## src/rtl/write_image_if.sv

```systemverilog
// Image sink bus: byte stream in (valid/ready), packed word writes out.
interface write_image_if #(
    parameter int ADDR_W = 5
);
    logic              in_valid;
    logic [7:0]        in_data;
    logic              in_ready;
    logic              wr_en;
    logic [ADDR_W-1:0] wr_addr;
    logic [63:0]       wr_data;

    // Stream source / buffer side.
    modport master (
        output in_valid, in_data,
        input  in_ready, wr_en, wr_addr, wr_data
    );

    // Packer side.
    modport slave (
        input  in_valid, in_data,
        output in_ready, wr_en, wr_addr, wr_data
    );
endinterface

```

## src/rtl/write_image.sv

```systemverilog
// Image byte sink: packs bytes little-endian into 64-bit words and writes
// each word to a word-addressed buffer. Byte i lands in lane i%8 of word i/8.

// One byte lane of the packing register. nxt is the lane value including a
// byte being loaded this cycle, so a completed word can be written directly.
module write_image_lane (
    input  logic       clk,
    input  logic       rst_n,
    input  logic       clr,
    input  logic       ld,
    input  logic [7:0] din,
    output logic [7:0] nxt
);
    logic [7:0] q;

    assign nxt = ld ? din : q;

    // Lane storage; cleared once its word has been written out.
    always_ff @(posedge clk or negedge rst_n) begin
        if (!rst_n)   q <= '0;
        else if (clr) q <= '0;
        else if (ld)  q <= din;
    end
endmodule

module write_image #(
    parameter int NUM_BYTES  = 200,
    parameter int WORD_BYTES = 8,
    parameter int NUM_WORDS  = (NUM_BYTES + 7) / 8,
    parameter int ADDR_W     = (NUM_WORDS > 1) ? $clog2(NUM_WORDS) : 1,
    parameter int CNT_W      = $clog2(NUM_BYTES + 1)
) (
    input  logic             clk,
    input  logic             rst_n,
    input  logic             start,
    write_image_if.slave     bus,
    output logic             busy,
    output logic             done,
    output logic [CNT_W-1:0] byte_count
);
    localparam int LANE_W = $clog2(WORD_BYTES);
    localparam logic [CNT_W-1:0]  LAST_BYTE = CNT_W'(NUM_BYTES - 1);
    localparam logic [LANE_W-1:0] LAST_LANE = LANE_W'(WORD_BYTES - 1);

    typedef enum logic [1:0] {IDLE, RUN, DRAIN, DONE} state_t;

    state_t state_q, state_d;

    logic [CNT_W-1:0]                cnt_q;
    logic [LANE_W-1:0]               lane_q;
    logic [ADDR_W-1:0]               word_q;
    logic                            wr_en_q;
    logic [ADDR_W-1:0]               wr_addr_q;
    logic [63:0]                     wr_data_q;
    logic [WORD_BYTES-1:0][7:0]      nxt_word;

    logic run, accept, last_byte, word_done, start_ok, clr;

    // Ready is a pure state decode, so accept never loops through the FSM.
    assign run       = (state_q == RUN);
    assign accept    = bus.in_valid & run;
    assign last_byte = accept && (cnt_q == LAST_BYTE);
    assign word_done = accept && ((lane_q == LAST_LANE) || (cnt_q == LAST_BYTE));
    assign start_ok  = start && ((state_q == IDLE) || (state_q == DONE));
    assign clr       = start_ok | word_done;

    for (genvar g = 0; g < WORD_BYTES; g++) begin : g_lane
        write_image_lane u_lane (
            .clk   (clk),
            .rst_n (rst_n),
            .clr   (clr),
            .ld    (accept && (lane_q == LANE_W'(g))),
            .din   (bus.in_data),
            .nxt   (nxt_word[g])
        );
    end

    // FSM state register.
    always_ff @(posedge clk or negedge rst_n) begin
        if (!rst_n) state_q <= IDLE;
        else        state_q <= state_d;
    end

    // Next state and state-decoded status outputs.
    always_comb begin
        state_d      = state_q;
        bus.in_ready = 1'b0;
        busy         = 1'b0;
        done         = 1'b0;
        case (state_q)
            IDLE:  if (start) state_d = RUN;
            RUN: begin
                bus.in_ready = 1'b1;
                busy         = 1'b1;
                if (last_byte) state_d = DRAIN;
            end
            DRAIN: begin
                busy    = 1'b1;
                state_d = DONE;
            end
            DONE: begin
                done = 1'b1;
                if (start) state_d = RUN;
            end
            default: state_d = IDLE;
        endcase
    end

    // Counters and the registered write port; a word completed on the
    // accepting edge is presented for exactly the following cycle.
    always_ff @(posedge clk or negedge rst_n) begin
        if (!rst_n) begin
            cnt_q     <= '0;
            lane_q    <= '0;
            word_q    <= '0;
            wr_en_q   <= 1'b0;
            wr_addr_q <= '0;
            wr_data_q <= '0;
        end else begin
            wr_en_q <= word_done;
            if (start_ok) begin
                cnt_q  <= '0;
                lane_q <= '0;
                word_q <= '0;
            end else if (accept) begin
                cnt_q  <= cnt_q + 1'b1;
                lane_q <= word_done ? '0 : lane_q + 1'b1;
                if (word_done) begin
                    wr_addr_q <= word_q;
                    wr_data_q <= nxt_word;
                    word_q    <= word_q + 1'b1;
                end
            end
        end
    end

    assign bus.wr_en   = wr_en_q;
    assign bus.wr_addr = wr_addr_q;
    assign bus.wr_data = wr_data_q;
    assign byte_count  = cnt_q;
endmodule
```

## src/flat_wrapper.sv

```systemverilog
// flat-port wrapper written by rule: the top's interface ports become plain ports
module write_image_flat 
#(
    parameter int NUM_BYTES  = 200,
    parameter int WORD_BYTES = 8,
    parameter int NUM_WORDS  = (NUM_BYTES + 7) / 8,
    parameter int ADDR_W     = (NUM_WORDS > 1) ? $clog2(NUM_WORDS) : 1,
    parameter int CNT_W      = $clog2(NUM_BYTES + 1)
)
  (clk, rst_n, start, busy, done, byte_count, bus_in_valid, bus_in_data, bus_in_ready, bus_wr_en, bus_wr_addr, bus_wr_data);
  write_image_if #(.ADDR_W(ADDR_W)) bus_i ();
  input  logic clk;
  input  logic rst_n;
  input  logic start;
  output logic busy;
  output logic done;
  output logic [CNT_W-1:0] byte_count;
  input wire logic [$bits(bus_i.in_valid)-1:0] bus_in_valid;
  input wire logic [$bits(bus_i.in_data)-1:0] bus_in_data;
  output wire logic [$bits(bus_i.in_ready)-1:0] bus_in_ready;
  output wire logic [$bits(bus_i.wr_en)-1:0] bus_wr_en;
  output wire logic [$bits(bus_i.wr_addr)-1:0] bus_wr_addr;
  output wire logic [$bits(bus_i.wr_data)-1:0] bus_wr_data;
  assign bus_i.in_valid = bus_in_valid;
  assign bus_i.in_data = bus_in_data;
  assign bus_in_ready = bus_i.in_ready;
  assign bus_wr_en = bus_i.wr_en;
  assign bus_wr_addr = bus_i.wr_addr;
  assign bus_wr_data = bus_i.wr_data;
  write_image #(.NUM_BYTES(NUM_BYTES), .WORD_BYTES(WORD_BYTES), .NUM_WORDS(NUM_WORDS), .ADDR_W(ADDR_W), .CNT_W(CNT_W)) u_core (.clk(clk), .rst_n(rst_n), .start(start), .bus(bus_i), .busy(busy), .done(done), .byte_count(byte_count));
endmodule
```

## config.mk

```make
export PLATFORM = sky130hd
export DESIGN_NAME = write_image_flat
export DESIGN_NICKNAME = d
export VERILOG_FILES = /design/src/rtl/write_image_if.sv /design/src/rtl/write_image.sv /design/src/flat_wrapper.sv
export SDC_FILE = /design/constraint.sdc
export NUM_CORES = 1
export LEC_CHECK = 0
export CAP_MARGIN = 10
export CORE_MARGIN = 8
export CORE_UTILIZATION = 30
export CTS_CLUSTER_SIZE = 20
export DETAILED_ROUTE_END_ITERATION = 10
export SETUP_SLACK_MARGIN = 0.05
export SLEW_MARGIN = 20
export SYNTH_ARGS = -nofsm -noshare
export SYNTH_HDL_FRONTEND = slang
export SYNTH_SLANG_ARGS = --single-unit
```

## constraint.sdc

```tcl
create_clock -name clk -period 1.75 [get_ports clk]
set_input_delay 0.35 -clock clk [delete_from_list [all_inputs] [get_ports clk]]
set_output_delay 0.35 -clock clk [all_outputs]
set_load 0.02 [all_outputs]
```

==> reports/metrics.csv, run 1 <==
metric,value,unit
status,"complete, but fails checks",
violations,setup timing,
viasPerCell,4.468,
gr-usage-met2,20.22,%
root_buffer,clkbuf_16,
r2r_start,u_core.byte_count[4],
path_cells,nor4b_4 -> a41oi_4 -> buf_6 -> o21ai_4 -> buf_6 -> buf_12 -> clkbuf_16 -> nor2_2,
syn_area_per_cell,11.98,sq um
whs,448.8,ps
clock_path_buffers,2,
cts_buffers,17,
drt-total-wl,16980,microns
critPathBufInv,4,
critPathLaunchType,register,
regArea,3806,sq um
die_w,162.0,microns
synth_edf_count,0,
rsz0062_at_grt,true,
grt_busiest_layer,met2,
use_met3,4.176,%
io_buffers,92,
antenna_found_initial,0,
ioPinCount,93,
num-nets-final,708,
path_common_cell,buf_6,
finalHoldViolations,0,
reg2reg_depth,8,
worstPathRequired,2060,ps
grt_pass1_wl,25960,microns
multi_input_area,2681,sq um
crit_start,u_core.byte_count[4],
start_util,30.53,%
setup_violations,136,
cp.depth,8,
routabilityCongestion,0.7780,
critPathCapture,u_core.g_lane[5].u_lane.q[2],
skew,9.143,ps
n_antenna_cell,0,
grt_pass1_vias,4657,
die-area,26260,sq um
hpwl,10940,microns
vias,4352,
yosysWarnings,0,
overflow,0,
end_kind,register,
cp_top_family,buffers and inverters,
synthArstFlopShare,100.0,%
crit_path_max_incr_delay,420,ps
clock_latency,430,ps
grt_usage,12.83,%
slew_viol_final,0,
grt_max_degree,49,
area_delta_synth_final,47.40,%
firstDrtPassIters,4,
postSynthCellCount,534,
maxSlewHeadroom,65.13,%
reg2reg_to,u_core.g_lane[5].u_lane.q[2],
cts_sinks,152,
dpl_cell_area,8130,sq um
dpl_worst_slack,-290.5,ps
layout_common_cells,"dfrtp_1, mux2i_1, dlygate4sd2_1",
fin_area,9432,sq um
leakagePower,4.537,nW
drc,0,
p_per_area,1059,nW/um^2
dr.first_iter.drc_count,229,
layout_commonest_cell,dfrtp_1,
critical_path_class,reg2reg,
met1_usage,16.84,%
coreArea,20960,sq um
antenna_left,0,
synth_seq_area_share,59.44,%
wl_per_cell,17.43,microns
syn_area,6399,sq um
cts_htree_levels,4,
die_h,162.0,microns
hold_class,in2async,
fillers,1932,
period_share,110.6,%
cp_slowest_cell,dfrtp_2,
cts_tree,done,
tightest_slew,523.0,ps
clk_pin_slew,70,ps
synth_ff_type,dfrtp_1,
reg2reg_slack,-180,ps
maxCapViolations,0,
synth_cell_types,31,
cp_max_fo,5,
tns,-15470,ps
synth-seq-cells,152,
fin_crit,1935,ps
post-route-util,45.01,%
vdd_drop_max,662.3,uV
dp_cells,924,
fmax,516.8,MHz
setup_ws,-185.0,ps
power,9.992,mW
cp.arrival,2250,ps
syn_nets,556,
drive_above_1_share,28.33,%
instances_no_fill,974,
rows,53,
[state kept, by name, indices dropped and copies added (netlist names)]
signal and flops:
u_core.state_q 2, u_core.lane_q 3, u_core.bus.wr_data 64, u_core.byte_count 8, u_core.bus.wr_addr 5, u_core.g_lane.u_lane.q 64, u_core.bus.wr_en 1, u_core.word_q 5
[kinds of logic after synthesis]
logic type                 after synthesis  synth area share, %
DFF                                    152                59.44
muxes                                  133                20.90
and+or+nand+nor                        115                7.900
buffers and inverters                   98                6.942
AOI/OAI and AO/OA                       19                1.897
adders and majority gates               10                1.955
xor gates and xnor gates                 7               0.9582
[layer usage]
metal,routed length [microns],part of all wire (%)
met1,7922,47
met2,8130,48
met3,834,4.9
met4,94,0.55
met5,0,0
[synth_stat cells (2+ instances only)]
| cell | instances | area (sq um) |
|---|---|---|
| mux2i_1 | 128 | 1281 |
| nand4_1 | 4 | 25.02 |
| nor2_1 | 76 | 285.3 |
| or3_1 | 4 | 25.02 |
| mux2_1 | 5 | 56.30 |
| a21oi_1 | 8 | 40.04 |
| buf_2 | 9 | 45.04 |
| xor2_1 | 6 | 52.55 |
| nand3_1 | 6 | 30.03 |
| dfrtp_1 | 152 | 3804 |
| buf_6 | 6 | 67.56 |
| nand2_1 | 17 | 63.81 |
| buf_1 | 8 | 30.03 |
| and2_1 | 2 | 12.51 |
| o21ai_0 | 6 | 30.03 |
| and3_1 | 2 | 12.51 |
| clkbuf_1 | 4 | 15.01 |
| ha_1 | 10 | 125.1 |
| inv_1 | 69 | 259.0 |
[how the worst min path moves through the flow]
stage	from	slack (ps)	end	depth (start not counted)
2_1_floorplan	rst_n	50	u_core.bus.wr_addr[0]	0
3_3_place_gp	rst_n	340	u_core.byte_count[6]	1
3_5_place_dp	rst_n	350	u_core.byte_count[6]	1
4_1_cts	rst_n	470	u_core.byte_count[6]	2
5_1_grt	rst_n	480	u_core.lane_q[2]	2
6_report	rst_n	450	u_core.lane_q[2]	2
[final cells by class]
| class | instances | area share, % |
|---|---|---|
| clock inverters | 15 | 1.618 |
| inverters | 69 | 2.746 |
| well taps | 275 | 3.648 |
| flip-flops and latches | 152 | 40.36 |
| clock buffers | 17 | 4.510 |
| repair buffers | 162 | 18.69 |
| multi-input cells | 284 | 28.43 |
[worst register-to-register path: stages (launching register included)]
cell and delay [ps]:
dfrtp_2 420, nor4b_4 390, a41oi_4 200, buf_6 170
o21ai_4 190, buf_6 160, buf_12 110, clkbuf_16 160
nor2_2 40
[power breakdown]
part           switching, mW  internal [mW]  leakage, nW
combinational           1.41           1.16         2.48
clock                   1.68           1.90        0.287
sequential            0.0938           3.74         1.77
[repair_timing]
item | in CTS | in global routing
cloned | 5 | 5
pin swaps | 18 | 43
gates resized for setup | 121 | 119
setup buffers | 6 | 3
setup endpoints to repair | 220 | 145
endpoints found under the hold margin | 43 | 0
hold buffers | 1 | 0
No activity file was read; power rests on OpenSTA's default activity.
==> run 2, diff against run 1 <==
--- a/config.mk
+++ b/config.mk
@@ -10,6 +10,7 @@
 export CORE_UTILIZATION = 30
 export CTS_CLUSTER_SIZE = 20
 export DETAILED_ROUTE_END_ITERATION = 10
+export REMOVE_ABC_BUFFERS = 1
 export SETUP_SLACK_MARGIN = 0.05
 export SLEW_MARGIN = 20
 export SYNTH_ARGS = -nofsm -noshare
==> run 2 against run 1 <==
  * Utilization rose by 2.5 points
  * Combinational power increased by 13%
  * Die area did not move
  * Clock skew about the same
  * Via count rose by 3.7%
  * Final cell count increased by 1.4%
  * First-iteration DRC count down 14%
  * Cell area grew 5.5%
  * Register-to-register slack barely moved
  * Highest routed layer unchanged
  * Power rose by 5.2%
  * Non-clock buffer count rose by 14
  * Fmax rose by 0.30%
  * The run still ends with setup timing left
==> reports/metrics.csv, run 2 (synthesized netlist as in run 1, its figures left out) <==
metric,value,unit,change
cts_sinks,152,,unchanged
grt_pass1_wl,29030,microns,"was 25,960 microns"
grt_pass1_vias,5048,,"was 4,657"
critPathLaunchType,register,,unchanged
internal-power,7.299,mW,was 6.806 mW
r2r_start,u_core.byte_count[3],,was u_core.byte_count[4]
n_antenna_cell,0,,unchanged
cp_max_fo,5,,unchanged
layout_commonest_cell,dfrtp_1,,unchanged
status,"complete, but fails checks",,unchanged
post-route-util,47.48,%,was 45.01%
overflow,0,,unchanged
leakagePower,4.480,nW,was 4.537 nW
drive_above_1_share,34.78,%,was 28.33%
root_buffer,clkbuf_16,,unchanged
power,10.51,mW,was 9.992 mW
cp.arrival,2260,ps,was 2250 ps
reg2reg_depth,7,,was 8
cts_htree_levels,4,,unchanged
ioPinCount,93,,unchanged
layout_common_cells,"dfrtp_1, mux2i_1, dlygate4sd2_1",,unchanged
area_delta_synth_final,55.49,%,was 47.40%
grt_usage,14.38,%,was 12.83%
rows,53,,unchanged
p_switching,3.210,mW,was 3.186 mW
critical_path_class,reg2reg,,unchanged
antenna_left,0,,unchanged
wl_per_cell,18.59,microns,was 17.43 microns
switching_share,30.54,%,was 31.89%
worstPathRequired,2080,ps,was 2060 ps
vias,4514,,"was 4,352"
critPathBufInv,3,,was 4
antenna_found_initial,0,,unchanged
finalHoldViolations,0,,unchanged
clkPwrFrac,35.3,%,was 35.9%
hold_class,in2async,,unchanged
drt-total-wl,18370,microns,"was 16,980 microns"
dr.first_iter.drc_count,198,,was 229
tns,-9210,ps,"was -15,470 ps"
grt_max_degree,44,,was 49
setup_violations,136,,unchanged
cp_top_family,simple AND/OR/NAND/NOR gates,,was buffers and inverters
drc,0,,unchanged
num-nets-final,722,,was 708
die_w,162.0,microns,unchanged
critPathCapture,u_core.bus.wr_data[33],,was u_core.g_lane[5].u_lane.q[2]
vdd_drop_max,647.8,uV,was 662.3 uV
cp.depth,7,,was 8
crit_path_max_incr_delay,410,ps,was 420 ps
clock_path_buffers,2,,unchanged
whs,421.4,ps,was 448.8 ps
p_per_area,1056,nW/um^2,was 1059 nW/um^2
maxSlewHeadroom,52.50,%,was 65.13%
slew_viol_final,0,,unchanged
firstDrtPassIters,4,,unchanged
clk_pin_slew,60,ps,was 70 ps
viasPerCell,4.569,,was 4.468
start_util,30.53,%,unchanged
clock_latency,430,ps,about the same
die-area,26260,sq um,unchanged
period_share,110.2,%,was 110.6%
maxCapViolations,0,,unchanged
instances_no_fill,988,,was 974
end_kind,register,,unchanged
tightest_slew,710.2,ps,was 523.0 ps
setup_ws,-179.2,ps,was -185.0 ps
fmax,518.4,MHz,was 516.8 MHz
power_frac_seq,37.0,%,was 38.4%
hpwl,11390,microns,"was 10,940 microns"
reg2reg_to,u_core.bus.wr_data[33],,was u_core.g_lane[5].u_lane.q[2]
combPwrFrac,27.7,%,was 25.7%
routabilityCongestion,0.7728,,was 0.7780
crit_start,u_core.byte_count[3],,was u_core.byte_count[4]
skew,9.047,ps,was 9.143 ps
fin_crit,1929,ps,was 1935 ps
reg2reg_slack,-180,ps,about the same
cts_tree,done,,unchanged
die_h,162.0,microns,unchanged
dp_cells,926,,was 924
path_cells,nor4b_4 -> a41oi_4 -> nor3_4 -> buf_6 -> buf_12 -> buf_16 -> mux2i_1,,was nor4b_4 -> a41oi_4 -> buf_6 -> o21ai_4 -> buf_6 -> buf_12 -> clkbuf_16 -> nor2_2
coreArea,20960,sq um,unchanged
rsz0062_at_grt,true,,unchanged
io_buffers,92,,unchanged
violations,setup timing,,unchanged
cts_buffers,17,,unchanged
cp_slowest_cell,dfrtp_1,,was dfrtp_2
[run 2: cell count changes in the layout (fill, tap and decap cells not counted), moves of 5 or more]
cell and delta:
buf_6 +10, inv_6 -5, mux2i_1 -35, mux2i_2 +18, mux2i_4 +17, nor2_2 -9
nor2_4 +9
[run 2: final cells by class]
type	count	area [sq um]
clock buffers	19	452.9
clock inverters	13	146.4
multi-input cells	284	3040
inverters	69	259.0
fillers	1906	11010
well taps	275	344.1
flip-flops and latches	152	3804
repair buffers	176	1903
[run 2: how the worst min path moves through the flow]
stage,start,to
final,rst_n,u_core.bus.wr_addr[4]
after global routing,rst_n,u_core.bus.wr_addr[4]
after CTS,rst_n,u_core.bus.wr_addr[0]
after detailed placement,rst_n,u_core.bus.wr_addr[0]
after global placement,rst_n,u_core.bus.wr_addr[0]
after floorplan,rst_n,u_core.bus.wr_addr[0]
[run 2: layer usage]
metal | wire length (microns) | global-route usage (%)
met1 | 8309 | 18.73
met2 | 9040 | 22.86
met4 | 238 | 4.588
met5 | 0 | 0
met3 | 779 | 3.872
[run 2: power groups by stage]
stage	clock [mW]	combinational (mW)	sequential [mW]
floorplan	0	0.737	3.95
global placement	0	1.61	3.89
detailed placement	0	1.65	3.90
CTS	3.77	2.64	3.87
global route	3.93	3.11	3.91
finish	3.71	2.91	3.89
[run 2: what timing repair did]
action                                  4_1_cts  5_1_grt
hold endpoints to repair                     33        0
endpoints found under the setup margin      218      145
resized for setup                           201      144
gates cloned                                 12        2
pin swaps                                    41       42
hold buffers                                  1        0
buffers inserted                             20       10
[run 2: through the flow]
step	worst slack [ps]	instance area [sq um]
floorplan	-3722	6213
global placement	-273.4	8011
detailed placement	-306.0	8011
CTS	-170.1	9495
global route	-255.6	9950
finish	-179.2	9950
